<file path="src/rtl/bagging_pkg.sv">
// rtl/bagging_pkg.sv - shared types, prediction constants and width helpers for the bagging ensemble
package bagging_pkg;

  typedef enum logic [1:0] {
    IDLE  = 2'd0,
    ACCUM = 2'd1,
    FINAL = 2'd2,
    VOTE  = 2'd3
  } state_t;

  localparam logic signed [1:0] PRED_POS = 2'sb01;
  localparam logic signed [1:0] PRED_NEG = 2'sb11;

  // Headroom for NUM_FEATURES weights plus the bias, all at their extreme value.
  function automatic int acc_width(input int w_width, input int num_features);
    return w_width + $clog2(num_features + 1) + 1;
  endfunction

  function automatic int feat_idx_width(input int num_features);
    return (num_features > 1) ? $clog2(num_features) : 1;
  endfunction

endpackage

</file>
<file path="src/rtl/bagging_learner.sv">
// rtl/bagging_learner.sv - one linear learner: weight/bias store, masked accumulator, sign vote
module bagging_learner
  import bagging_pkg::*;
#(
  parameter int NUM_FEATURES = 30,
  parameter int W_WIDTH      = 9,
  parameter int ADDR_W       = $clog2(NUM_FEATURES + 1),
  parameter int ACC_WIDTH    = acc_width(W_WIDTH, NUM_FEATURES),
  parameter int IDX_W        = feat_idx_width(NUM_FEATURES)
) (
  input  logic                      clk,
  input  logic                      rst,
  input  logic                      wr_en,
  input  logic [ADDR_W-1:0]         wr_addr,
  input  logic signed [W_WIDTH-1:0] wr_data,
  input  logic                      clear,
  input  logic                      accum_en,
  input  logic                      feature,
  input  logic [IDX_W-1:0]          idx,
  input  logic                      final_en,
  output logic                      vote
);

  localparam int EXT = ACC_WIDTH - W_WIDTH;

  logic signed [W_WIDTH-1:0]   weight_mem [NUM_FEATURES];
  logic signed [W_WIDTH-1:0]   bias_q;
  logic signed [ACC_WIDTH-1:0] acc_q;
  logic signed [ACC_WIDTH-1:0] w_ext;
  logic signed [ACC_WIDTH-1:0] b_ext;
  logic signed [ACC_WIDTH-1:0] total;
  logic signed [W_WIDTH-1:0]   w_cur;

  // Storage deliberately has no reset so loaded models survive a reset.
  always_ff @(posedge clk) begin
    if (wr_en) begin
      if (wr_addr == ADDR_W'(NUM_FEATURES)) begin
        bias_q <= wr_data;
      end else begin
        weight_mem[wr_addr[IDX_W-1:0]] <= wr_data;
      end
    end
  end

  assign w_cur = weight_mem[idx];
  assign w_ext = {{EXT{w_cur[W_WIDTH-1]}}, w_cur};
  assign b_ext = {{EXT{bias_q[W_WIDTH-1]}}, bias_q};
  assign total = acc_q + b_ext;

  always_ff @(posedge clk) begin
    if (rst) begin
      acc_q <= '0;
    end else if (clear) begin
      acc_q <= '0;
    end else if (accum_en && feature) begin
      acc_q <= acc_q + w_ext;
    end
  end

  // A zero total counts as a positive vote.
  always_ff @(posedge clk) begin
    if (rst) begin
      vote <= 1'b0;
    end else if (final_en) begin
      vote <= ~total[ACC_WIDTH-1];
    end
  end

endmodule

</file>
<file path="src/rtl/bagging_ensemble_n.sv">
// rtl/bagging_ensemble_n.sv - N-learner bagging classifier with majority vote; BAGGING_VOTE_DETAIL_EN adds vote_bits/vote_count
module bagging_ensemble_n
  import bagging_pkg::*;
#(
  parameter int NUM_LEARNERS = 3,
  parameter int NUM_FEATURES = 30,
  parameter int W_WIDTH      = 9,
  parameter int ADDR_W       = $clog2(NUM_FEATURES + 1),
  parameter int LRN_W        = (NUM_LEARNERS > 1) ? $clog2(NUM_LEARNERS) : 1,
  parameter int ACC_WIDTH    = acc_width(W_WIDTH, NUM_FEATURES)
) (
  input  logic                      clk,
  input  logic                      rst,
  input  logic                      wr_en,
  input  logic [LRN_W-1:0]          wr_learner,
  input  logic [ADDR_W-1:0]         wr_addr,
  input  logic signed [W_WIDTH-1:0] wr_data,
  output logic                      wr_ready,
  input  logic                      start,
  input  logic [NUM_FEATURES-1:0]   in_data,
  output logic                      busy,
  output logic                      done,
  output logic signed [1:0]         predict
`ifdef BAGGING_VOTE_DETAIL_EN
  ,
  output logic [NUM_LEARNERS-1:0]   vote_bits,
  output logic [LRN_W:0]            vote_count
`endif
);

  localparam int IDX_W = feat_idx_width(NUM_FEATURES);

  state_t                    state_q;
  state_t                    state_d;
  logic [IDX_W-1:0]          idx_q;
  logic [NUM_FEATURES-1:0]   data_q;
  logic [NUM_LEARNERS-1:0]   votes;
  logic [LRN_W:0]            vote_cnt;
  logic signed [1:0]         vote_pred;
  logic signed [1:0]         predict_q;
  logic                      wr_commit;
  logic                      clear_acc;
  logic                      accum_en;
  logic                      final_en;

  assign wr_ready  = (state_q == IDLE) && !start;
  assign busy      = (state_q != IDLE);
  assign done      = (state_q == VOTE);
  assign wr_commit = wr_en && wr_ready
                     && (32'(wr_learner) < NUM_LEARNERS)
                     && (32'(wr_addr) <= NUM_FEATURES);

  always_comb begin
    state_d   = state_q;
    clear_acc = 1'b0;
    accum_en  = 1'b0;
    final_en  = 1'b0;
    case (state_q)
      IDLE: begin
        if (start) begin
          clear_acc = 1'b1;
          state_d   = ACCUM;
        end
      end
      ACCUM: begin
        accum_en = 1'b1;
        if (idx_q == IDX_W'(NUM_FEATURES - 1)) begin
          state_d = FINAL;
        end
      end
      FINAL: begin
        final_en = 1'b1;
        state_d  = VOTE;
      end
      VOTE: begin
        state_d = IDLE;
      end
      default: state_d = IDLE;
    endcase
  end

  always_ff @(posedge clk) begin
    if (rst) begin
      state_q <= IDLE;
    end else begin
      state_q <= state_d;
    end
  end

  always_ff @(posedge clk) begin
    if (rst) begin
      idx_q <= '0;
    end else if (clear_acc) begin
      idx_q <= '0;
    end else if (accum_en) begin
      idx_q <= idx_q + 1'b1;
    end
  end

  // The sample is captured at start so later in_data changes cannot leak in.
  always_ff @(posedge clk) begin
    if (clear_acc) begin
      data_q <= in_data;
    end
  end

  for (genvar n = 0; n < NUM_LEARNERS; n++) begin : g_learner
    bagging_learner #(
      .NUM_FEATURES (NUM_FEATURES),
      .W_WIDTH      (W_WIDTH),
      .ADDR_W       (ADDR_W),
      .ACC_WIDTH    (ACC_WIDTH),
      .IDX_W        (IDX_W)
    ) u_learner (
      .clk      (clk),
      .rst      (rst),
      .wr_en    (wr_commit && (wr_learner == LRN_W'(n))),
      .wr_addr  (wr_addr),
      .wr_data  (wr_data),
      .clear    (clear_acc),
      .accum_en (accum_en),
      .feature  (data_q[idx_q]),
      .idx      (idx_q),
      .final_en (final_en),
      .vote     (votes[n])
    );
  end

  always_comb begin
    vote_cnt = '0;
    for (int n = 0; n < NUM_LEARNERS; n++) begin
      vote_cnt = vote_cnt + {{LRN_W{1'b0}}, votes[n]};
    end
  end

  assign vote_pred = (32'(vote_cnt) > (NUM_LEARNERS / 2)) ? PRED_POS : PRED_NEG;

  // The fresh result is shown during the done cycle, then held from the register.
  always_ff @(posedge clk) begin
    if (rst) begin
      predict_q <= 2'b00;
    end else if (state_q == VOTE) begin
      predict_q <= vote_pred;
    end
  end

  assign predict = (state_q == VOTE) ? vote_pred : predict_q;

`ifdef BAGGING_VOTE_DETAIL_EN
  logic [NUM_LEARNERS-1:0] vote_bits_q;
  logic [LRN_W:0]          vote_count_q;

  always_ff @(posedge clk) begin
    if (rst) begin
      vote_bits_q  <= '0;
      vote_count_q <= '0;
    end else if (state_q == VOTE) begin
      vote_bits_q  <= votes;
      vote_count_q <= vote_cnt;
    end
  end

  assign vote_bits  = (state_q == VOTE) ? votes : vote_bits_q;
  assign vote_count = (state_q == VOTE) ? vote_cnt : vote_count_q;
`endif

endmodule

</file>
<file path="config.mk">
export PLATFORM = sky130hd
export DESIGN_NAME = bagging_ensemble_n
export DESIGN_NICKNAME = d
export VERILOG_FILES = /design/src/rtl/bagging_pkg.sv /design/src/rtl/bagging_learner.sv /design/src/rtl/bagging_ensemble_n.sv
export SDC_FILE = /design/constraint.sdc
export NUM_CORES = 1
export LEC_CHECK = 0
export ABC_CLOCK_PERIOD_IN_PS = 6750
export CAP_MARGIN = 20
export CORE_AREA = 5 5 317 319
export CTS_BUF_LIST = sky130_fd_sc_hd__clkbuf_2
export DETAILED_ROUTE_END_ITERATION = 10
export DIE_AREA = 0 0 322 324
export PLACE_DENSITY = 0.54
export SKIP_LAST_GASP = 1
export SLEW_MARGIN = 20
export SYNTH_ARGS = -nofsm -noshare
export SYNTH_HDL_FRONTEND = slang
export SYNTH_SLANG_ARGS = --single-unit
</file>
<file path="constraint.sdc">
create_clock -name clk -period 6.75 [get_ports clk]
set_input_delay 1.35 -clock clk [delete_from_list [all_inputs] [get_ports clk]]
set_output_delay 1.35 -clock clk [all_outputs]
set_load 0.005 [all_outputs]
</file>
Yosys cells after proc, flatten, opt, wreduce, memory -nomap -nowiden
Memory sizes are Yosys's and may differ from the RTL's. A register that Yosys moved wholly into a read port is not among the register bits.
Cells that the tools add are included.
Storage, ports and cells
  register bits: 114
  RAM bits: 810
  input port bits: 50
  output and inout bits: 5
  memories kept: 3
Cells by class
  $add $sub $neg: 9
  magnitude comparators: 4
  equality and inequality tests: 9
  mux-type cells: 24
  bitwise operators: 3
  reduce and logical (&&, ||, !) cells: 17
Memory list
  g_learner[0].u_learner.weight_mem: words 30, bits a word 9, read ports 1, clocked after memory_dff 1, write ports 1, RTL line bagging_learner.sv:26  | logic signed [W_WIDTH-1:0] weight_mem [NUM_FEATURES];
  g_learner[1].u_learner.weight_mem: words 30, bits a word 9, read ports 1, clocked after memory_dff 1, write ports 1, RTL line bagging_learner.sv:26
  g_learner[2].u_learner.weight_mem: words 30, bits a word 9, read ports 1, clocked after memory_dff 1, write ports 1, RTL line bagging_learner.sv:26
Operators by type and width (count)
  $add A15 B9 Y15: 6
  $mux W5: 6
  $mux W1: 12
  $eq A5 B5 Y1 const B: 2
  $logic_and A1 B1 Y1: 8
  $mux W2: 4
  $pmux W2 S4: 1
  $reduce_and A2 Y1: 4
  $eq A2 B2 Y1 const B: 3
  $lt A5 B6 Y1 const B: 1
  $add A5 B1 Y5 const B: 1
  $bmux W1 S5: 1
  $le A5 B5 Y1 const B: 1
  $eq A2 B1 Y1 const B: 2
  $logic_not A2 Y1: 2
  $ne A2 B2 Y1 const B: 2
  $add A2 B1 Y3: 1
  $gt A3 B1 Y1 const B: 1
  $not A1 Y1: 3
  $add A1 B1 Y2: 1
  $lt A2 B2 Y1 const B: 1
  $reduce_bool A2 Y1: 1
  $reduce_or A2 Y1: 1
  $logic_not A1 Y1: 1

Depth between registers and ports, before layout
  depth after elaboration: 8
  depth in mapped cells: 18
  mapped depth without buffers: 13

Cells and area by module
Synthesis repeated with hierarchy kept, for this count alone.
Unflattened totals
  cell total of the unflattened synthesis: 2050
  area total of the unflattened synthesis: 38610.8 um^2
By module, submodules not included
  bagging_learner at g_learner[1].u_learner ...: instances 2, cells an instance 643, area an instance 12268.0 um^2, seq. area each 8698.3 um^2
  bagging_learner at g_learner[0].u_learner: instances 1, cells an instance 645, area an instance 12308.1 um^2, seq. area each 8698.3 um^2
  bagging_ensemble_n: instances 1, cells an instance 119, area an instance 1766.7 um^2, seq. area each 1081.0 um^2

Worst setup path before layout
Ideal clock, no wire load.
  path type: register to register
  start: reg with a tool-made name
  end: reg g_learner[0].u_learner.acc_q[12]
  library setup time: 65 ps
  arrival: 4270 ps
  data required time: 6685 ps
  path slack: 2414 ps
  cell stages (with the launch flop): 19
  clock period less this slack: 4336 ps
  path through: dfxtp_1 buf_6 buf_6 buf_2 buf_2 buf_1 mux4_2 mux4_2 mux2_2 ha_1 inv_1 fa_1 nand2b_1 a21oi_1 o211ai_1 a21boi_0 or4b_2 and4_1 nor2_1
RTL lines
  to (signal assigned): RTL line bagging_learner.sv:56  | acc_q <= acc_q + w_ext;
  to (decl): RTL line bagging_learner.sv:28  | logic signed [ACC_WIDTH-1:0] acc_q;

==> results by group <==
Outcome
  – Outcome: finished, final reports clean

Die
  – Initial Util: 39.4%
  – Rows: 115
  – Core area: 0.0976 mm²
  – IO Pins: 55
  – Die area: 0.104 mm²
  – Die Width: 322 µm
  – Height of the die: 324 µm

Timing
  – Worst slew margin: 30.4%
  – Final hold vios: 0
  – Tightest Pin Transition: 1.04 ns
  – Fmax: 0.202 GHz
  – Post-layout minimum cycle time: 4.94 ns
  – Period utilization: 73.2%
  – Worst hold slack: 0.351 ns
  – RSZ-0062 raised after global routing: false
  – Final setup viols: 0
  – Final Slew Violations: 0
  – Clock Skews: 0.0844 ns
  – Sum of negative setup slack: 0 ns

Yosys
  – Avg Cell Area, Syn: 18.9 µm²
  – Post-Syn Nets: 2176
  – Yosys top cell by area: edfxtp_1
  – Share of flip-flops with an asynchronous set or reset: 0%
  – Yosys cell types: 61
  – Top FF cell, synth: edfxtp_1
  – Ys Warns: 0
  – Seq/Total Area, Yosys: 70.9%
  – Yosys reg bits: 929
  – Cell Area, Synth: 0.0385 mm²
  – EDFF count, synth: 867
  – Synth area leaders: edfxtp_1 68%, mux4_2 14%, dfxtp_1 3.2%
  – Cells after synthesis: 2034
  – Share of the synthesized area in the top cell type: 67.7%

GRT
  – Initial antenna violation count: 3
  – Vias in the first global route: 20.8k
  – Gr usage total: 18.8%
  – Grt total ovfl: 0
  – Largest net degree at the start of global routing: 94
  – First-pass GRT wire length: 143000 µm

Placement
  – # placed instances: 3327
  – Port bufs: 54
  – HPWL Detailed: 62500 µm
  – GP Congestion: 0.826

Final layout
  – Synth-to-layout area growth: 10.9%
  – Layout Nets: 2411
  – Finished Layout Cells: 3741
  – Commonest non-fill, non-tap cell in the layout: edfxtp_1
  – Share of cells above drive strength 1: 30.1%
  – Most frequent cells in the layout: 867 x edfxtp_1, 321 x clkbuf_2, 241 x mux4_2

CTS
  – Setup bufs post-CTS: 0
  – Post-CTS sizing: 0
  – Clock tree from TritonCTS: done
  – Clock Sinks: 929
  – Worst skew pair latency: 1.43 ns
  – Clock buffer depth: 3
  – Root Driver: clkbuf_2
  – CTS H-tree lvls: 4
  – Cts bufs inserted: 227
  – Reg clk slew, reported paths: 0.12 ns
  – Hold_buf cts: 0

Power and ir drop
  – Power Density: 309 mW/mm²
  – Static Leakage: 0.0138 µW
  – Worst VDD drop: 166 µV
  – Total power draw: 13200 µW

Setup path
  – Critical path type: flop to flop
  – Most frequent cell on the critical path: mux4_2
  – Critical-path cell list: buf_4 > mux4_2 > mux4_2 > mux2_2 > ha_1 > a21o_1 > a31o_2 > a21oi_1 > a21boi_0 > or4b_2 > and4_1 > nor2_1
  – Critical Path Fanout Max: 41
  – Worst EP arrival: 6.25 ns
  – Cell with the largest stage delay on the worst path: dfxtp_4
  – Critical path endpoint category: flop
  – Req. time, crit path: 8.05 ns
  – CP max stage delay: 0.81 ns
  – Crit start category: flop

Drt
  – Antenna-violating nets left: 0
  – Vias per cell: 5.44
  – Initial DRC Count: 1781
  – Post-Route WL: 98100 µm
  – DRC: 0
  – Via total after detailed routing: 20.4k
  – Routed length per instance: 26.2 µm
  – DRT Pass-1 Iters: 5

Hold path
  – Hold Path Class: input port to flop

Flow run
  – Max cap viols: 0
-- critical path, delay by kind of cell (launching register included) --
kind / cells / cell delay [ns]
multiplexers: 3 / 1.48
buffers and inverters: 1 / 0.39
adder cells (fa/ha/maj): 1 / 0.38
AND/OR/NAND/NOR: 3 / 0.93
AO/OA/AOI/OAI: 4 / 0.81
flip-flops: 1 / 0.81
-- path summary, 6_finish.rpt --
check | startpoint | to | slack (ns) | cells after the start
worst min register to register | g_learner[0].u_learner.acc_q[10]$_SDFFE_PP0P_ | g_learner[0].u_learner.acc_q[10]$_SDFFE_PP0P_ | 0.49 | 2
worst max register to register | flop | g_learner[0].u_learner.acc_q[12]$_SDFFE_PP0P_ | 1.81 | 12
worst max-delay path | flop | g_learner[0].u_learner.acc_q[12]$_SDFFE_PP0P_ | 1.81 | 12
worst min-delay path | wr_data[0] | g_learner[1].u_learner.weight_mem[7][0]$_DFFE_PP_ | 0.35 | 1
-- cells in the mapped netlist (8+ instances only) --
master / count
nand2b_1: 14
mux2_2: 59
o21a_1: 11
buf_2: 37
nor2_1: 148
o21ai_0: 30
edfxtp_1: 867
nand2_1: 98
xor2_1: 9
a31oi_1: 11
clkbuf_1: 34
mux2i_1: 27
mux4_2: 241
inv_1: 23
nor3_1: 10
buf_4: 10
a211oi_1: 11
a21o_1: 20
dfxtp_1: 62
ha_1: 89
nor2b_1: 11
o211ai_1: 9
buf_1: 9
nand3_1: 10
or3_1: 8
nand4_1: 8
xnor2_1: 21
a21oi_1: 64
-- flip-flops by register name (all words and copies together) (netlist names), named ones only --
register / count
data_q: 30
g_learner.u_learner.acc_q: 45
g_learner.u_learner.bias_q: 27
g_learner.u_learner.vote: 3
g_learner.u_learner.weight_mem: 810
idx_q: 5
predict_q: 2
state_q: 2
-- per-stage QoR --
| step | instance area [µm²] | utilization (%) | setup WS, ns |
|---|---|---|---|
| floorplan | 38500 | - | 2.41 |
| global placement | 40500 | 41.6 | 1.79 |
| detailed placement | 40500 | 41.6 | 1.65 |
| CTS | 42600 | 43.7 | 1.70 |
| global route | 42700 | 43.7 | 1.56 |
| finish | 42700 | 43.7 | 1.81 |
-- per-layer routing --
layer	up-vias	global-route usage (%)	share of wire, %
met2	740	29.6	47
met1	10591	26.8	44
li1	8897	-	-
met3	124	4.40	6.7
met5	-	0	0
met4	0	5.09	1.7
-- area by class of cell --
| class | count | area, µm² |
|---|---|---|
| fill | 8621 | 54900 |
| sequential | 929 | 27300 |
| multi-input combinational | 988 | 10700 |
| tap | 1287 | 1610 |
| clock buffer | 321 | 1610 |
| timing repair buffer | 100 | 901 |
| clock inverter | 91 | 503 |
| inverter | 23 | 86.3 |
| antenna | 2 | 5.00 |
-- logic make-up after synthesis --
kind of cell | count (synthesis) | share of synthesized area (%)
and+or+nand+nor | 340 | 3.97
DFF | 929 | 70.9
xor gates and xnor gates | 30 | 0.683
buffers and inverters | 117 | 1.44
AOI/OAI and AO/OA | 199 | 3.40
adders and majority gates | 92 | 3.05
muxes | 327 | 16.5
-- where the power goes --
group / switching [µW] / internal [µW] / leakage [µW]
sequential: 145 / 6420 / 0.00831
clock: 2270 / 1460 / 0.00159
combinational: 1560 / 1350 / 0.00391
Power figures use the tool's default switching activity.
